**src/rtl/pwm_pkg.sv**
```systemverilog
// Shared PWM definitions: capture FSM state encoding and the counter width
// common to the PWM generator and the capture stage.
package pwm_pkg;

    localparam int PWM_CNT_W = 16;

    typedef enum logic [2:0] {
        IDLE  = 3'd0,
        ARM   = 3'd1,
        HIGH  = 3'd2,
        LOW   = 3'd3,
        STALL = 3'd4
    } cap_state_e;

endpackage

```
**src/rtl/pwm_sync_edge.sv**
```systemverilog
// Synchronises the asynchronous PWM input and produces registered rise/fall pulses.
// Optional debounce filter compiled in with PWM_CAPTURE_FILTER_EN.
module pwm_sync_edge #(
    parameter int SYNC_STAGES = 2
`ifdef PWM_CAPTURE_FILTER_EN
    , parameter int FILTER_LEN = 3
`endif
) (
    input  logic clk,
    input  logic rst_n,
    input  logic pwm_i,
    output logic rise_o,
    output logic fall_o,
    output logic level_o
);

    logic [SYNC_STAGES-1:0] sync_q;
    logic                   sync_s;
    logic                   clean_s;
    logic                   s_d_q;
    logic                   rise_q;
    logic                   fall_q;

    // Synchroniser chain on the raw input
    always_ff @(posedge clk or negedge rst_n) begin
        if (!rst_n) begin
            sync_q <= {SYNC_STAGES{1'b0}};
        end else begin
            sync_q <= {sync_q[SYNC_STAGES-2:0], pwm_i};
        end
    end

    assign sync_s = sync_q[SYNC_STAGES-1];

`ifdef PWM_CAPTURE_FILTER_EN
    localparam int RUN_W = $clog2(FILTER_LEN + 1);

    logic             filt_q;
    logic             filt_d;
    logic [RUN_W-1:0] run_q;
    logic [RUN_W-1:0] run_d;

    // Filtered level flips only after FILTER_LEN consecutive differing samples
    always_comb begin
        filt_d = filt_q;
        run_d  = {RUN_W{1'b0}};
        if (sync_s != filt_q) begin
            if (run_q == RUN_W'(FILTER_LEN - 1)) begin
                filt_d = sync_s;
                run_d  = {RUN_W{1'b0}};
            end else begin
                run_d = run_q + RUN_W'(1);
            end
        end else begin
            run_d = {RUN_W{1'b0}};
        end
    end

    // Filter state registers
    always_ff @(posedge clk or negedge rst_n) begin
        if (!rst_n) begin
            filt_q <= 1'b0;
            run_q  <= {RUN_W{1'b0}};
        end else begin
            filt_q <= filt_d;
            run_q  <= run_d;
        end
    end

    assign clean_s = filt_q;
`else
    assign clean_s = sync_s;
`endif

    // Delayed level and registered edge pulses; level is aligned with the pulses
    always_ff @(posedge clk or negedge rst_n) begin
        if (!rst_n) begin
            s_d_q  <= 1'b0;
            rise_q <= 1'b0;
            fall_q <= 1'b0;
        end else begin
            s_d_q  <= clean_s;
            rise_q <= clean_s & ~s_d_q;
            fall_q <= ~clean_s & s_d_q;
        end
    end

    assign rise_o  = rise_q;
    assign fall_o  = fall_q;
    assign level_o = s_d_q;

endmodule

```
**src/rtl/pwm_capture.sv**
```systemverilog
// Measures high time and period of each completed PWM cycle and flags a stalled input.
// Optional input debounce filter is enabled with PWM_CAPTURE_FILTER_EN.
module pwm_capture
    import pwm_pkg::*;
#(
    parameter int CNT_W       = PWM_CNT_W,
    parameter int SYNC_STAGES = 2,
    parameter int TIMEOUT     = 65535
`ifdef PWM_CAPTURE_FILTER_EN
    , parameter int FILTER_LEN = 3
`endif
) (
    input  logic             clk,
    input  logic             rst_n,
    input  logic             en,
    input  logic             pwm_in,
    output logic [CNT_W-1:0] high_cnt,
    output logic [CNT_W-1:0] period_cnt,
    output logic             valid,
    output logic             stalled,
    output logic             level
);

    localparam logic [CNT_W-1:0] TIMEOUT_C = CNT_W'(TIMEOUT);

    logic       rise_s;
    logic       fall_s;
    logic       lvl_s;

    cap_state_e       state_q,  state_d;
    logic [CNT_W-1:0] cnt_q,    cnt_d;
    logic [CNT_W-1:0] hreg_q,   hreg_d;
    logic [CNT_W-1:0] high_q,   high_d;
    logic [CNT_W-1:0] period_q, period_d;
    logic             valid_q,  valid_d;
    logic             stalled_q, stalled_d;
    logic             level_q,  level_d;

    pwm_sync_edge #(
        .SYNC_STAGES (SYNC_STAGES)
`ifdef PWM_CAPTURE_FILTER_EN
        , .FILTER_LEN (FILTER_LEN)
`endif
    ) u_sync_edge (
        .clk     (clk),
        .rst_n   (rst_n),
        .pwm_i   (pwm_in),
        .rise_o  (rise_s),
        .fall_o  (fall_s),
        .level_o (lvl_s)
    );

    // Next-state, counter and measurement-output logic
    always_comb begin
        state_d   = state_q;
        hreg_d    = hreg_q;
        high_d    = high_q;
        period_d  = period_q;
        valid_d   = 1'b0;
        stalled_d = stalled_q;
        level_d   = level_q;
        if (rise_s) begin
            cnt_d = CNT_W'(1);
        end else if (cnt_q == TIMEOUT_C) begin
            cnt_d = cnt_q;
        end else begin
            cnt_d = cnt_q + CNT_W'(1);
        end

        if (!en) begin
            state_d   = IDLE;
            cnt_d     = {CNT_W{1'b0}};
            stalled_d = 1'b0;
            level_d   = 1'b0;
        end else begin
            case (state_q)
                IDLE: begin
                    state_d = ARM;
                    cnt_d   = {CNT_W{1'b0}};
                end
                ARM: begin
                    if (rise_s) begin
                        state_d = HIGH;
                    end else begin
                        state_d = ARM;
                    end
                end
                HIGH: begin
                    if (fall_s) begin
                        hreg_d  = cnt_q;
                        state_d = LOW;
                    end else if (cnt_q == TIMEOUT_C) begin
                        state_d   = STALL;
                        stalled_d = 1'b1;
                        level_d   = lvl_s;
                    end else begin
                        state_d = HIGH;
                    end
                end
                LOW: begin
                    if (rise_s) begin
                        state_d  = HIGH;
                        period_d = cnt_q;
                        high_d   = hreg_q;
                        valid_d  = 1'b1;
                    end else if (cnt_q == TIMEOUT_C) begin
                        state_d   = STALL;
                        stalled_d = 1'b1;
                        level_d   = lvl_s;
                    end else begin
                        state_d = LOW;
                    end
                end
                STALL: begin
                    // The cycle that ends a stall is incomplete, so it is not reported
                    if (rise_s) begin
                        state_d   = HIGH;
                        stalled_d = 1'b0;
                        level_d   = 1'b0;
                    end else begin
                        level_d = lvl_s;
                    end
                end
                default: begin
                    state_d = IDLE;
                end
            endcase
        end
    end

    // State, counter and output registers
    always_ff @(posedge clk or negedge rst_n) begin
        if (!rst_n) begin
            state_q   <= IDLE;
            cnt_q     <= {CNT_W{1'b0}};
            hreg_q    <= {CNT_W{1'b0}};
            high_q    <= {CNT_W{1'b0}};
            period_q  <= {CNT_W{1'b0}};
            valid_q   <= 1'b0;
            stalled_q <= 1'b0;
            level_q   <= 1'b0;
        end else begin
            state_q   <= state_d;
            cnt_q     <= cnt_d;
            hreg_q    <= hreg_d;
            high_q    <= high_d;
            period_q  <= period_d;
            valid_q   <= valid_d;
            stalled_q <= stalled_d;
            level_q   <= level_d;
        end
    end

    assign high_cnt   = high_q;
    assign period_cnt = period_q;
    assign valid      = valid_q;
    assign stalled    = stalled_q;
    assign level      = level_q;

endmodule

```
**config.mk**
```make
export PLATFORM = sky130hd
export DESIGN_NAME = pwm_capture
export DESIGN_NICKNAME = d
export VERILOG_FILES = /design/src/rtl/pwm_pkg.sv /design/src/rtl/pwm_sync_edge.sv /design/src/rtl/pwm_capture.sv
export SDC_FILE = /design/constraint.sdc
export NUM_CORES = 1
export LEC_CHECK = 0
export ABC_AREA = 1
export BUFFER_PORTS_ARGS = -buffer_cell sky130_fd_sc_hd__buf_2
export CAP_MARGIN = 20
export CORE_UTILIZATION = 42
export DETAILED_ROUTE_END_ITERATION = 8
export MAX_ROUTING_LAYER = met4
export PLACE_DENSITY = 0.7
export SLEW_MARGIN = 25
export SYNTH_ARGS = -nofsm -noshare
export SYNTH_HDL_FRONTEND = slang
export SYNTH_SLANG_ARGS = --single-unit
export TNS_END_PERCENT = 10
```
**constraint.sdc**
```tcl
create_clock -name clk -period 2.38 [get_ports clk]
set_input_delay 0.119 -clock clk [delete_from_list [all_inputs] [get_ports clk]]
set_output_delay 0.119 -clock clk [all_outputs]
set_load 0.005 [all_outputs]
```
==> results.md <==
* Die width at 90.1 µm
* CP Class: reg2reg
* Fin crit period at 1.66 ns
* Pint at 1.86 mW
* IO Pins at 39
* # Post-CTS Setup Buffers at 0
* Vias in the first global route at 2353
* Reg power frac at 53.6%
* DRT iter0 DRCs at 124
* Tot Pwr at 2.42 mW
* Synth Net Count at 367
* CTS root buffer: clkbuf_8
* Syn_area_per_cell at 9.00 µm²
* RD Place Congestion at 0.901
* Post-Synth Adder-Cell Area at 0.384%
* Post-route antenna net violation count at 0
* Post-Synth XOR/XNOR Area at 2.69%
* Max_slew headroom at 65.4%
* Hold WS at 0.107 ns
* Mux share of post-synthesis cell area at 0%
* Post-synthesis compound-gate area fraction at 9.48%
* Fin cells at 511
* Synth top cells by count: 115 x nand2_1, 75 x dfrtp_1, 36 x inv_1, 34 x o21ai_0, 18 x nor2_1
* Area Growth Syn to Fin at 15.7%
* Yosys Warn Count at 0
* FFs w/ async S/R, synth at 100%
* Max Clk Rate at 601 MHz
* Clock skew at 0.0156 ns
* CTS tree: yes
* Switching power at 0.564 mW
* Layout cells sized above 1 at 20.6%
* Ys flop type: dfrtp_1
* Post-Syn Instances at 362
* Overflow after GRT at 0
* Maxcap violations at 0
* Post-synth EDFFs at 0
* Antenna violations before repair at 0
* Clock power share at 41.9%
* Lkg Pwr at 1.93 nW
* H-tree depth at 3
* Clk sinks at 75
* Fin. max-slew vios at 0
* Combinational share of power at 4.5%
* Wire per inst at 12.4 µm
* Inst Count DP at 493
* Drt pass-1 iters at 4
* Fillers at 673
* Hold Violations, Final at 0
* Peak VDD IR at 0.303 mV
* Post_cts resized at 0
* Post-synthesis sequential element count at 75
* Power Density at 643 nW/µm²
* Setup WS post-layout at 0.715 ns
* Post-synth top area cell: dfrtp_1
* Std cell rows at 31
* Placed Area at 3540 µm²
* Post-synthesis sequential area ratio at 57.6%
* Die area at 8120 µm²
* Die Span Y at 90.1 µm
* Total track usage at 17.5%
* Synth Cell Area at 3260 µm²
* Synth cell types at 26
* HP Class: in2async
* Synth top area share at 57.6%
* First-pass GRT wire length at 11000 µm
* Critical Path AT at 1.95 ns
* Simple-gate share of the synthesized area at 23.3%
* DRC at 0
* # setup viols final at 0
* Sw frac at 23.3%
* R2R cell count at 8
* Count leader, synth: nand2_1
* Number of nets in the layout at 412
* Core Util, Final at 51.2%
* Routed WL at 6350 µm
* Total number of vias at 2430
* Final Cell Area at 3770 µm²
* Largest family of logic cells by synthesized area: simple AND/OR/NAND/NOR gates
* Initial Util at 44.2%
* Dpl hpwl at 4460 µm
* Worst slew pin tran at 0.518 ns
* Dominant cells by area after synthesis: dfrtp_1 58%, nand2_1 13%, o21ai_0 5.2%
* Status: complete, no violations
* Startpoint class of the critical path: flip-flop
* Post-Place Setup Slack at 0.767 ns
* Inserted Clock Buffers at 9
* Worst Path Required at 2.66 ns
* Worst-path clk slew at 0.08 ns
* Ant. Diodes at 0
* Period utilization at 69.9%
* Clk_lat worst skew at 0.35 ns
* Clk buf depth at 2
* I/O Buffers at 38
* Via/cell ratio at 4.76
* Total Neg Setup Slack at 0 ns
* Crit Path Max Fanout at 5
* Placeable Area at 7370 µm²
* CP Capture Type: flip-flop
* RSZ-0062 raised after global routing: false
* Pin count of the biggest net entering global routing at 49
[sequential cells by signal (all words and copies together), names as in the netlist]
| name | count |
|---|---|
| valid | 1 |
| high_cnt | 16 |
| u_sync_edge.sync_q | 2 |
| u_sync_edge.fall_o | 1 |
| period_cnt | 16 |
| u_sync_edge.rise_o | 1 |
| stalled | 1 |
| cnt_q | 16 |
| hreg_q | 16 |
| level | 1 |
| u_sync_edge.level_o | 1 |
| state_q | 3 |
[critical path: stages (launching register included)]
cell     delay [ns]
dfrtp_1        0.42
ha_1           0.25
nand2_2        0.10
nor2_4         0.06
nand2_4        0.12
o21ai_2        0.10
nor2_1         0.33
nand3_1        0.14
nand2_1        0.08
[metal layers]
layer	vias to the layer above	GRT usage, %	wire (µm)
met5	-	-	0
li1	1237	-	-
met3	6	3.98	253
met2	51	26.3	2920
met1	1136	23.3	3110
met4	0	6.32	61
[power by group through the flow]
stage / Clock, mW / Sequential, mW / Combinational, mW
after global placement: 0 / 1.32 / 0.107
after floorplan: 0 / 1.32 / 0.0610
final: 1.02 / 1.30 / 0.110
after detailed placement: 0 / 1.32 / 0.109
after CTS: 1.03 / 1.30 / 0.112
after global routing: 1.10 / 1.30 / 0.126
[placed cells by master, fill, tap and decap left out, types with 9 or more instances in the layout]
cell	count
buf_2	38
clkbuf_8	11
dfrtp_1	75
inv_1	36
nand2_1	115
nand3_1	13
nor2_1	18
o21ai_0	34
o21ai_1	9
xor2_1	10
[final cells by class]
type | instances | area, µm² | share of cell area (%)
flip-flops and latches | 75 | 1880 | 49.8
multi-input cells | 237 | 1170 | 31.0
repair buffers | 44 | 240 | 6.37
clock buffers | 11 | 151 | 4.01
inverters | 40 | 150 | 3.98
well taps | 99 | 124 | 3.28
clock inverters | 5 | 58.8 | 1.56
[cells by family after synthesis]
logic type                 after synthesis
DFF                                     75
xor gates and xnor gates                10
AOI/OAI and AO/OA                       56
adders and majority gates                1
and+or+nand+nor                        170
buffers and inverters                   50
[repair_timing]
item	4_1_cts	5_1_grt
endpoints found under the setup margin	0	0
hold buffers	2	0
endpoints found under the hold margin	76	0
[final timing paths]
check | end | start | slack, ns
max | cnt_q[11]$_DFFE_PN0P_ | cnt_q[0]$_DFFE_PN0P_ | 0.72
min | u_sync_edge.sync_q[0]$_DFF_PN0_ | rst_n | 0.11
max reg2reg | cnt_q[11]$_DFFE_PN0P_ | cnt_q[0]$_DFFE_PN0P_ | 0.72
min reg2reg | u_sync_edge.sync_q[1]$_DFF_PN0_ | u_sync_edge.sync_q[0]$_DFF_PN0_ | 0.36
max in group asynchronous | period_cnt[6]$_DFFE_PN0P_ | rst_n | 1.54
min in group clk | cnt_q[2]$_DFFE_PN0P_ | en | 0.12
No activity file was read; power rests on OpenSTA's default activity.
